==> config.mk <==
export PLATFORM = sky130hd
export DESIGN_NAME = uart_rx_core_flat
export DESIGN_NICKNAME = d
export VERILOG_FILES = /design/src/rtl/uart_pkg.sv /design/src/rtl/uart_rx_core_if.sv /design/src/rtl/sync_ff.sv /design/src/rtl/uart_rx_core.sv /design/src/flat_wrapper.sv
export SDC_FILE = /design/constraint.sdc
export NUM_CORES = 1
export LEC_CHECK = 0
export ABC_AREA = 1
export BUFFER_PORTS_ARGS = -buffer_cell sky130_fd_sc_hd__buf_2
export CAP_MARGIN = 15
export CORE_MARGIN = 3
export CORE_UTILIZATION = 40
export DETAILED_ROUTE_END_ITERATION = 12
export GPL_TIMING_DRIVEN = 0
export HOLD_SLACK_MARGIN = 0.02
export SLEW_MARGIN = 25
export SYNTH_ARGS = -nofsm -noshare
export SYNTH_HDL_FRONTEND = slang
export SYNTH_SLANG_ARGS = --single-unit
export TNS_END_PERCENT = 5
==> constraint.sdc <==
create_clock -name clk -period 4.4 [get_ports clk]
set_input_delay 0.22 -clock clk [delete_from_list [all_inputs] [get_ports clk]]
set_output_delay 0.22 -clock clk [all_outputs]
set_load 0.1 [all_outputs]
==> src/rtl/uart_pkg.sv <==
`timescale 1ns/1ps
// uart_pkg: shared types and constants for the UART receive front end.
// Provides the receiver state encoding and the frame data width.
// Imported by the interface and the receiver core.
package uart_pkg;

  localparam int DATA_BITS = 8;

  typedef enum logic [2:0] {
    BREAK,
    IDLE,
    START,
    DATA,
    STOP
  } uart_rx_state_t;

endpackage

==> src/rtl/uart_rx_core_if.sv <==
`timescale 1ns/1ps
// uart_rx_core_if: received-byte bus from the UART core to the downstream FIFO stage.
// Ports: out (last good byte), valid (one-cycle new-byte pulse),
//        framing_error (one-cycle bad-stop pulse). No ready: the sink always accepts.
interface uart_rx_core_if;
  import uart_pkg::*;

  logic [DATA_BITS-1:0] out;
  logic                 valid;
  logic                 framing_error;

  modport master (output out, output valid, output framing_error);
  modport slave  (input  out, input  valid, input  framing_error);

endinterface

==> src/rtl/sync_ff.sv <==
`timescale 1ns/1ps
// sync_ff: generic single-bit synchronizer chain of STAGES flops.
// Ports: clk, rst_n (async active-low, loads INIT), d (async input), q (synced output).
// Latency is STAGES clock cycles; no backpressure.
module sync_ff #(
  parameter int   STAGES = 2,
  parameter logic INIT   = 1'b1
) (
  input  logic clk,
  input  logic rst_n,
  input  logic d,
  output logic q
);

  logic [STAGES-1:0] chain;

  always_ff @(posedge clk or negedge rst_n) begin
    if (!rst_n) begin
      chain <= {STAGES{INIT}};
    end else begin
      chain <= {chain[STAGES-2:0], d};
    end
  end

  assign q = chain[STAGES-1];

endmodule

==> src/rtl/uart_rx_core.sv <==
`timescale 1ns/1ps
// uart_rx_core: 8N1 UART receiver; start detect, mid-bit sampling, stop-bit check.
// Ports: clk, rst_n (async active-low), in (raw serial line, idle high),
//        rx (master side of uart_rx_core_if: out / valid / framing_error).
// Pulses fire about 9.5 bit times + SYNC_STAGES cycles after the start edge;
// the sink has no backpressure, so each pulse is emitted exactly once.
module uart_rx_core
  import uart_pkg::*;
#(
  parameter int CLK_PER_BIT = 868,
  parameter int SYNC_STAGES = 2
) (
  input  logic            clk,
  input  logic            rst_n,
  input  logic            in,
  uart_rx_core_if.master  rx
);

  localparam int CNT_W = $clog2(CLK_PER_BIT);
  localparam logic [CNT_W-1:0] CNT_HALF = CNT_W'(CLK_PER_BIT / 2 - 1);
  localparam logic [CNT_W-1:0] CNT_LAST = CNT_W'(CLK_PER_BIT - 1);
  localparam logic [2:0]       IDX_LAST = 3'(DATA_BITS - 1);

  logic                 rx_s;
  uart_rx_state_t       state;
  logic [CNT_W-1:0]     cnt;
  logic [2:0]           idx;
  logic [DATA_BITS-1:0] shreg;

  sync_ff #(
    .STAGES (SYNC_STAGES),
    .INIT   (1'b1)
  ) u_sync (
    .clk   (clk),
    .rst_n (rst_n),
    .d     (in),
    .q     (rx_s)
  );

  always_ff @(posedge clk or negedge rst_n) begin
    if (!rst_n) begin
      state            <= BREAK;
      cnt              <= '0;
      idx              <= '0;
      shreg            <= '0;
      rx.out           <= '0;
      rx.valid         <= 1'b0;
      rx.framing_error <= 1'b0;
    end else begin
      rx.valid         <= 1'b0;
      rx.framing_error <= 1'b0;
      cnt              <= cnt + 1'b1;

      case (state)
        // Wait for a high line so a frame cut by reset or a held-low
        // line is never decoded from its middle.
        BREAK: begin
          cnt <= '0;
          if (rx_s) state <= IDLE;
        end

        IDLE: begin
          cnt <= '0;
          if (!rx_s) state <= START;
        end

        // Re-check the start bit at its centre; a high line here was a glitch.
        START: begin
          if (cnt == CNT_HALF) begin
            cnt   <= '0;
            idx   <= '0;
            state <= rx_s ? IDLE : DATA;
          end
        end

        // Counting a full bit from the start-bit centre lands on each data-bit centre.
        DATA: begin
          if (cnt == CNT_LAST) begin
            cnt   <= '0;
            shreg <= {rx_s, shreg[DATA_BITS-1:1]};
            idx   <= idx + 1'b1;
            if (idx == IDX_LAST) state <= STOP;
          end
        end

        // Leaving at the stop-bit centre gives half a bit of slack for a
        // start bit that follows with no idle gap.
        STOP: begin
          if (cnt == CNT_LAST) begin
            cnt <= '0;
            if (rx_s) begin
              rx.out   <= shreg;
              rx.valid <= 1'b1;
              state    <= IDLE;
            end else begin
              rx.framing_error <= 1'b1;
              state            <= BREAK;
            end
          end
        end

        default: begin
          cnt   <= '0;
          state <= BREAK;
        end
      endcase
    end
  end

endmodule
==> src/flat_wrapper.sv <==
// flat-port wrapper written by rule: the top's interface ports become plain ports
module uart_rx_core_flat import uart_pkg::*;
#(
  parameter int CLK_PER_BIT = 868,
  parameter int SYNC_STAGES = 2
)
  (clk, rst_n, in, rx_out, rx_valid, rx_framing_error);
  uart_rx_core_if rx_i ();
  input  logic clk;
  input  logic rst_n;
  input  logic in;
  output wire logic [$bits(rx_i.out)-1:0] rx_out;
  output wire logic [$bits(rx_i.valid)-1:0] rx_valid;
  output wire logic [$bits(rx_i.framing_error)-1:0] rx_framing_error;
  assign rx_out = rx_i.out;
  assign rx_valid = rx_i.valid;
  assign rx_framing_error = rx_i.framing_error;
  uart_rx_core #(.CLK_PER_BIT(CLK_PER_BIT), .SYNC_STAGES(SYNC_STAGES)) u_core (.clk(clk), .rst_n(rst_n), .in(in), .rx(rx_i));
endmodule
==> results of run 1 <==
-- how the worst min path moves through the flow --
stage | slack (ns) | from | cells past startpoint | end
2_1_floorplan | -0.08 | rst_n | 0 | u_core.cnt[0]
3_5_place_dp | 0.33 | in | 1 | u_core.u_sync.chain[0]
5_1_grt | 0.06 | rst_n | 1 | u_core.rx.out[1]
6_report | 0.02 | rst_n | 1 | u_core.idx[1]
4_1_cts | 0.04 | rst_n | 1 | u_core.idx[1]
3_3_place_gp | 0.33 | in | 1 | u_core.u_sync.chain[0]
-- cells in the final DEF, fill, tap and decap left out, drive strengths merged --
master / synthesis / layout
nor2: 26 / 26
dfstp: 2 / 2
dfrtp: 34 / 34
bufinv: 0 / 1
buf: 2 / 14
o21ai: 15 / 15
xnor2: 1 / 1
nand4: 2 / 2
or2: 2 / 2
nor3: 3 / 3
nand3: 9 / 9
clkinv: 1 / 2
xor2: 5 / 5
clkbuf: 0 / 5
dlygate4sd3: 0 / 1
nand2: 58 / 58
a21oi: 1 / 1
inv: 22 / 22
a31oi: 1 / 1
clkinvlp: 0 / 1
ha: 4 / 4
o22ai: 1 / 1
-- cell families (layout without fill, tap and decap cells) --
group / Yosys count / count (layout) / share of synthesized area (%)
compound gates: 18 / 18 / 6.97
xor+xnor: 6 / 6 / 3.08
fa+ha+maj: 4 / 4 / 2.93
buf+inv: 25 / 46 / 6.01
flops: 36 / 36 / 52.9
simple gates: 100 / 100 / 28.1
-- layer usage --
layer	vias up	GRT usage [%]
li1	626	-
met1	568	17.3
met2	11	18.3
met4	0	5.01
met5	-	0
met3	6	4.35
-- area by class of cell --
cell class	instances	area (sq um)	area share (%)
Sequential cell	36	903	46.3
Inverter	23	86.3	4.43
Tap cell	50	62.6	3.21
Clock buffer	5	68.8	3.53
Multi-Input combinational cell	128	701	35.9
Timing Repair Buffer	13	70.1	3.59
Buffer	2	16.3	0.834
Clock inverter	3	42.5	2.18
-- per-stage QoR --
stage	power, mW	hold slack (ns)
after floorplan	0.490	-0.0756
after global placement	0.527	0.326
after detailed placement	0.527	0.327
after CTS	0.818	0.0391
after global routing	0.855	0.0638
final	0.805	0.0177
-- report_power, final --
group          leakage [nW]  internal [mW]  total (mW)  switching [mW]
sequential            0.492          0.349       0.371          0.0214
clock                0.0541          0.168       0.287           0.119
combinational         0.432         0.0466       0.148           0.101
total                 0.978          0.563       0.805           0.241
-- registers in the layout (all words and copies together), names as in the netlist --
name / count
u_core.state: 3
u_core.rx.out: 8
u_core.rx.valid: 1
u_core.shreg: 8
u_core.rx.framing_error: 1
u_core.u_sync.chain: 2
u_core.cnt: 10
u_core.idx: 3
-- worst max-delay path, stage by stage, from the launching register on --
cell and delay [ns]:
dfrtp_1 0.40, ha_1 0.18, inv_1 0.05, nor2_1 0.16, nand2_2 0.12, nor2_8 0.15, nand4_4 0.16, buf_6 0.21
nand2_2 0.06, o21ai_2 0.04
==> results.py, run 1 <==
metrics = {
    "synthesis": {
        "synth_edf_count": 0,
        "ys_ff_latch": 36,
        "synth_area_sq_um": 1710,
        "syn_nets": 196,
        "synth_commonest_cells": "nand2_1 (53), dfrtp_1 (34), inv_1 (20)",
        "synth_area_leader_cell": "dfrtp_1",
        "synth-seq-area-share_pct": 52.9,
        "yosysWarnings": 0,
        "ys_types": 29,
        "syn_area_per_cell_sq_um": 9.03,
        "yosys-top-cells-area": "dfrtp_1 (50%), nand2_1 (12%), inv_1 (4.4%)",
        "synth-main-ff-cell": "dfrtp_1",
        "async_flop_share_pct": 100,
        "synth.top_cell.area_share_pct": 49.9,
        "synthCells": 189,
        "synth.most_common_cell": "nand2_1",
    },
    "worst_setup_path": {
        "crit_type": "reg2reg",
        "r2r_slack_ns": 2.77,
        "crit_start": "u_core.cnt[0]",
        "end_kind": "flip-flop",
        "rr_endpoint": "u_core.rx.out[5]",
        "reg2regPathDepth": 9,
        "cp-endpoint": "u_core.rx.out[5]",
        "required_ns": 4.58,
        "setup.worst_path.start_class": "flip-flop",
        "cp.arrival_ns": 1.81,
        "cp_max_fo": 10,
        "rr_startpoint": "u_core.cnt[0]",
    },
    "clock_network": {
        "numCtsBuffers": 5,
        "cts_setup_buffers": 0,
        "clockBufferDepth": 2,
        "clkTransAtPathRegs_ns": 0.07,
        "post_cts_resized": 0,
        "cts_tree": "yes",
        "cts.sinks": 36,
        "clk_latency_ns": 0.28,
        "cts_root_buffer": "clkbuf_8",
        "htree_levels": 2,
        "cts_hold_buf": 1,
    },
    "placement": {
        "dp_hpwl_um": 1990,
        "placed_cell_area_sq_um": 1830,
        "place_inst": 251,
        "io_buffers": 12,
        "place_congestion": 0.880,
        "pre_cts_slack_ns": 2.75,
    },
    "route": {
        "drt_iter0_markers": 73,
        "drc": 0,
        "wl_met1_um": 1450,
        "drtPass1Iterations": 4,
        "ant_nets": 0,
        "wirelength_um": 2820,
        "top_layer": "met4",
        "num_vias": 1211,
        "detail_route.vias_per_cell": 4.66,
        "dr_wl_met2_um": 1220,
        "wl_per_cell_um": 10.8,
        "met3_length_um": 88,
    },
    "timing": {
        "fin_crit_ns": 1.63,
        "max_freq_ghz": 0.613,
        "hold_viol": 0,
        "grt_setup_unrepaired": "false",
        "finalSetupViolCount": 0,
        "skew_ns": 0.00374,
        "slew_headroom_pct": 47.1,
        "finalSetupTns_ns": 0,
        "timing.final.crit_share_pct": 37.1,
        "tightest_slew_ns": 0.794,
        "fin_ws_ns": 2.77,
        "slew_viol_final": 0,
    },
    "cells_and_area": {
        "antenna_cells": 0,
        "drive_above_1_share_pct": 22.9,
        "final_cells": 260,
        "nNetsFinal": 216,
        "syn_to_final_growth_pct": 14.3,
        "postLayoutCoreUtil_pct": 48.1,
        "final_cell_area_sq_um": 1950,
        "fill_cells": 384,
    },
    "floorplanning": {
        "core_sq_um": 4060,
        "fp.dieW_um": 71.3,
        "start_util_pct": 42.1,
        "ios": 13,
        "die_area_sq_um": 5090,
        "fp-row-count": 23,
        "die_h_um": 71.3,
    },
    "grt": {
        "grt.total_usage_pct": 12.6,
        "grt_pass1_vias": 1123,
        "grt_remaining_overflow": 0,
        "grt_antenna_before_repair": 0,
        "grt_max_degree": 37,
        "grt_pass1_wl_um": 4970,
    },
    "status": {
        "status": "finished clean",
    },
    "pwr": {
        "powerDensity_nw_per_um2": 413,
        "p_leak_nw": 0.978,
        "ir_drop_mv": 0.211,
    },
    "run": {
        "cap_violations": 0,
    },
    "min_path": {
        "hold_path.class": "in2async",
    },
}
Note: power is estimated with default switching activity, not from simulation.
==> run 2: changes to the inputs <==
==> constraint.sdc (replaced) <==
create_clock -name clk -period 1.5 [get_ports clk]
set_input_delay 0.075 -clock clk [delete_from_list [all_inputs] [get_ports clk]]
set_output_delay 0.075 -clock clk [all_outputs]
set_load 0.1 [all_outputs]
==> results.py, run 2 (synthesized netlist as in run 1, its figures left out) <==
metrics = {
    "placement": {
        "dp_hpwl_um": 1990,
        "io_buffers": 12,
        "place_inst": 251,
        "place_congestion": 0.880,
    },
    "clock_network": {
        "clk_latency_ns": 0.29,
        "cts.sinks": 36,
        "cts_root_buffer": "clkbuf_8",
        "htree_levels": 2,
        "cts_tree": "yes",
        "clockBufferDepth": 2,
        "numCtsBuffers": 5,
        "clkTransAtPathRegs_ns": 0.07,
    },
    "timing": {
        "fin_crit_ns": 1.50,
        "tightest_slew_ns": 0.802,
        "timing.final.crit_share_pct": 99.9,
        "max_freq_ghz": 0.667,
        "hold_viol": 0,
        "skew_ns": 0.00402,
        "slew_headroom_pct": 46.5,
        "grt_setup_unrepaired": "true",
        "slew_viol_final": 0,
        "finalSetupViolCount": 0,
    },
    "floorplanning": {
        "ios": 13,
        "fp.dieW_um": 71.3,
        "die_area_sq_um": 5090,
        "fp-row-count": 23,
        "die_h_um": 71.3,
        "start_util_pct": 42.1,
        "core_sq_um": 4060,
    },
    "min_path": {
        "holdPathEnd": "u_core.u_sync.chain[1]",
        "hold_path_startpoint": "u_core.u_sync.chain[0]",
        "hold_path_depth": 0,
        "hold_path.class": "reg2reg",
    },
    "worst_setup_path": {
        "rr_endpoint": "u_core.rx.out[5]",
        "rr_startpoint": "u_core.cnt[0]",
        "required_ns": 1.68,
        "cp.arrival_ns": 1.68,
        "crit_type": "reg2reg",
        "setup.worst_path.start_class": "flip-flop",
        "r2r_slack_ns": 0.001,
        "cp_max_fo": 10,
        "reg2regPathDepth": 9,
        "end_kind": "flip-flop",
    },
    "route": {
        "drc": 0,
        "detail_route.vias_per_cell": 4.70,
        "drtPass1Iterations": 4,
        "num_vias": 1251,
        "ant_nets": 0,
        "drt_iter0_markers": 73,
        "wl_per_cell_um": 11.0,
        "wirelength_um": 2920,
    },
    "cells_and_area": {
        "mostFrequentLayoutCell": "nand2_1",
        "layout_common_cells": "nand2_1 (52), dfrtp_1 (34), inv_1 (19)",
        "syn_to_final_growth_pct": 19.7,
        "fill_cells": 378,
        "top_regs": "u_core.cnt (10), u_core.rx.out (8), u_core.shreg (8)",
        "regMostFlops": "u_core.cnt",
        "antenna_cells": 0,
        "largest_reg_flops": 10,
        "final_cells": 266,
        "drive_above_1_share_pct": 25.9,
        "nNetsFinal": 222,
    },
    "pwr": {
        "totalPowerFinal_mw": 2.50,
        "ir_drop_mv": 0.623,
        "powerDensity_nw_per_um2": 1220,
        "p_leak_nw": 1.02,
    },
    "grt": {
        "grt_max_degree": 37,
        "grt_pass1_vias": 1170,
        "grt_antenna_before_repair": 0,
        "grt_remaining_overflow": 0,
        "grt_pass1_wl_um": 5170,
        "grt.total_usage_pct": 13.1,
    },
    "run": {
        "cap_violations": 0,
    },
    "status": {
        "status": "finished clean",
    },
}
[run 2: final cells by class]
class	instances	area [sq um]	share of cell area [%]
clock buffer	5	68.8	3.37
inverter	23	86.3	4.23
multi-input combinational	128	711	34.8
timing repair buffer	19	143	6.98
sequential	36	903	44.2
buffer	2	26.3	1.29
tap	50	62.6	3.06
clock inverter	3	42.5	2.08
[run 2: worst max-delay path by stage]
| stage | from | end | slack [ns] | cells past startpoint |
|---|---|---|---|---|
| 2_1_floorplan | u_core.cnt[0] | u_core.rx.out[5] | 0.02 | 9 |
| 3_3_place_gp | u_core.cnt[0] | u_core.rx.out[6] | -0.13 | 9 |
| 3_5_place_dp | u_core.cnt[0] | u_core.rx.out[5] | -0.15 | 9 |
| 4_1_cts | u_core.cnt[0] | u_core.rx.out[5] | -0.01 | 9 |
| 5_1_grt | u_core.cnt[0] | u_core.state[0] | -0.12 | 10 |
| 6_report | u_core.cnt[0] | u_core.rx.out[5] | 0.001 | 9 |
[run 2: worst max-delay path, stage by stage (launching register included)]
cell     delay [ns]
dfrtp_1        0.38
ha_1           0.17
inv_1          0.07
nor2_4         0.10
nand2_2        0.09
nor2_8         0.15
nand4_4        0.14
buf_8          0.19
nand2_2        0.06
o21ai_2        0.04
[run 2: through the flow]
step / cell area [sq um] / utilization, % / TNS [ns] / hold slack (ns) / setup slack (ns)
2_1_floorplan: 1710 / - / 0 / -0.221 / 0.0189
3_3_place_gp: 1830 / 45.1 / -2.29 / 0.181 / -0.135
3_5_place_dp: 1830 / 45.1 / -2.79 / 0.182 / -0.149
4_1_cts: 2040 / 50.2 / -0.0325 / 0.362 / -0.0128
5_1_grt: 2040 / 50.4 / -2.32 / 0.364 / -0.123
6_report: 2040 / 50.4 / 0 / 0.360 / 0.00130
[run 2: per-layer routing]
layer,wire (um),global-route usage (%)
met1,1500,17.9
met2,1280,19.4
met3,84,4.21
met4,53,5.01
met5,0,0
[run 2: what timing repair did]
item / 4_1_cts / 5_1_grt
hold buffers: 2 / 0
endpoints found under the setup margin: 32 / 33
pin swaps: 2 / 0
endpoints found under the hold margin: 35 / 0
setup buffers: 5 / 0
gates resized for setup: 5 / 2
[run 2: power breakdown]
group	leakage (nW)	switching (mW)	internal, mW
logic	0.476	0.332	0.242
clock network	0.0541	0.351	0.492
registers	0.492	0.0606	1.02
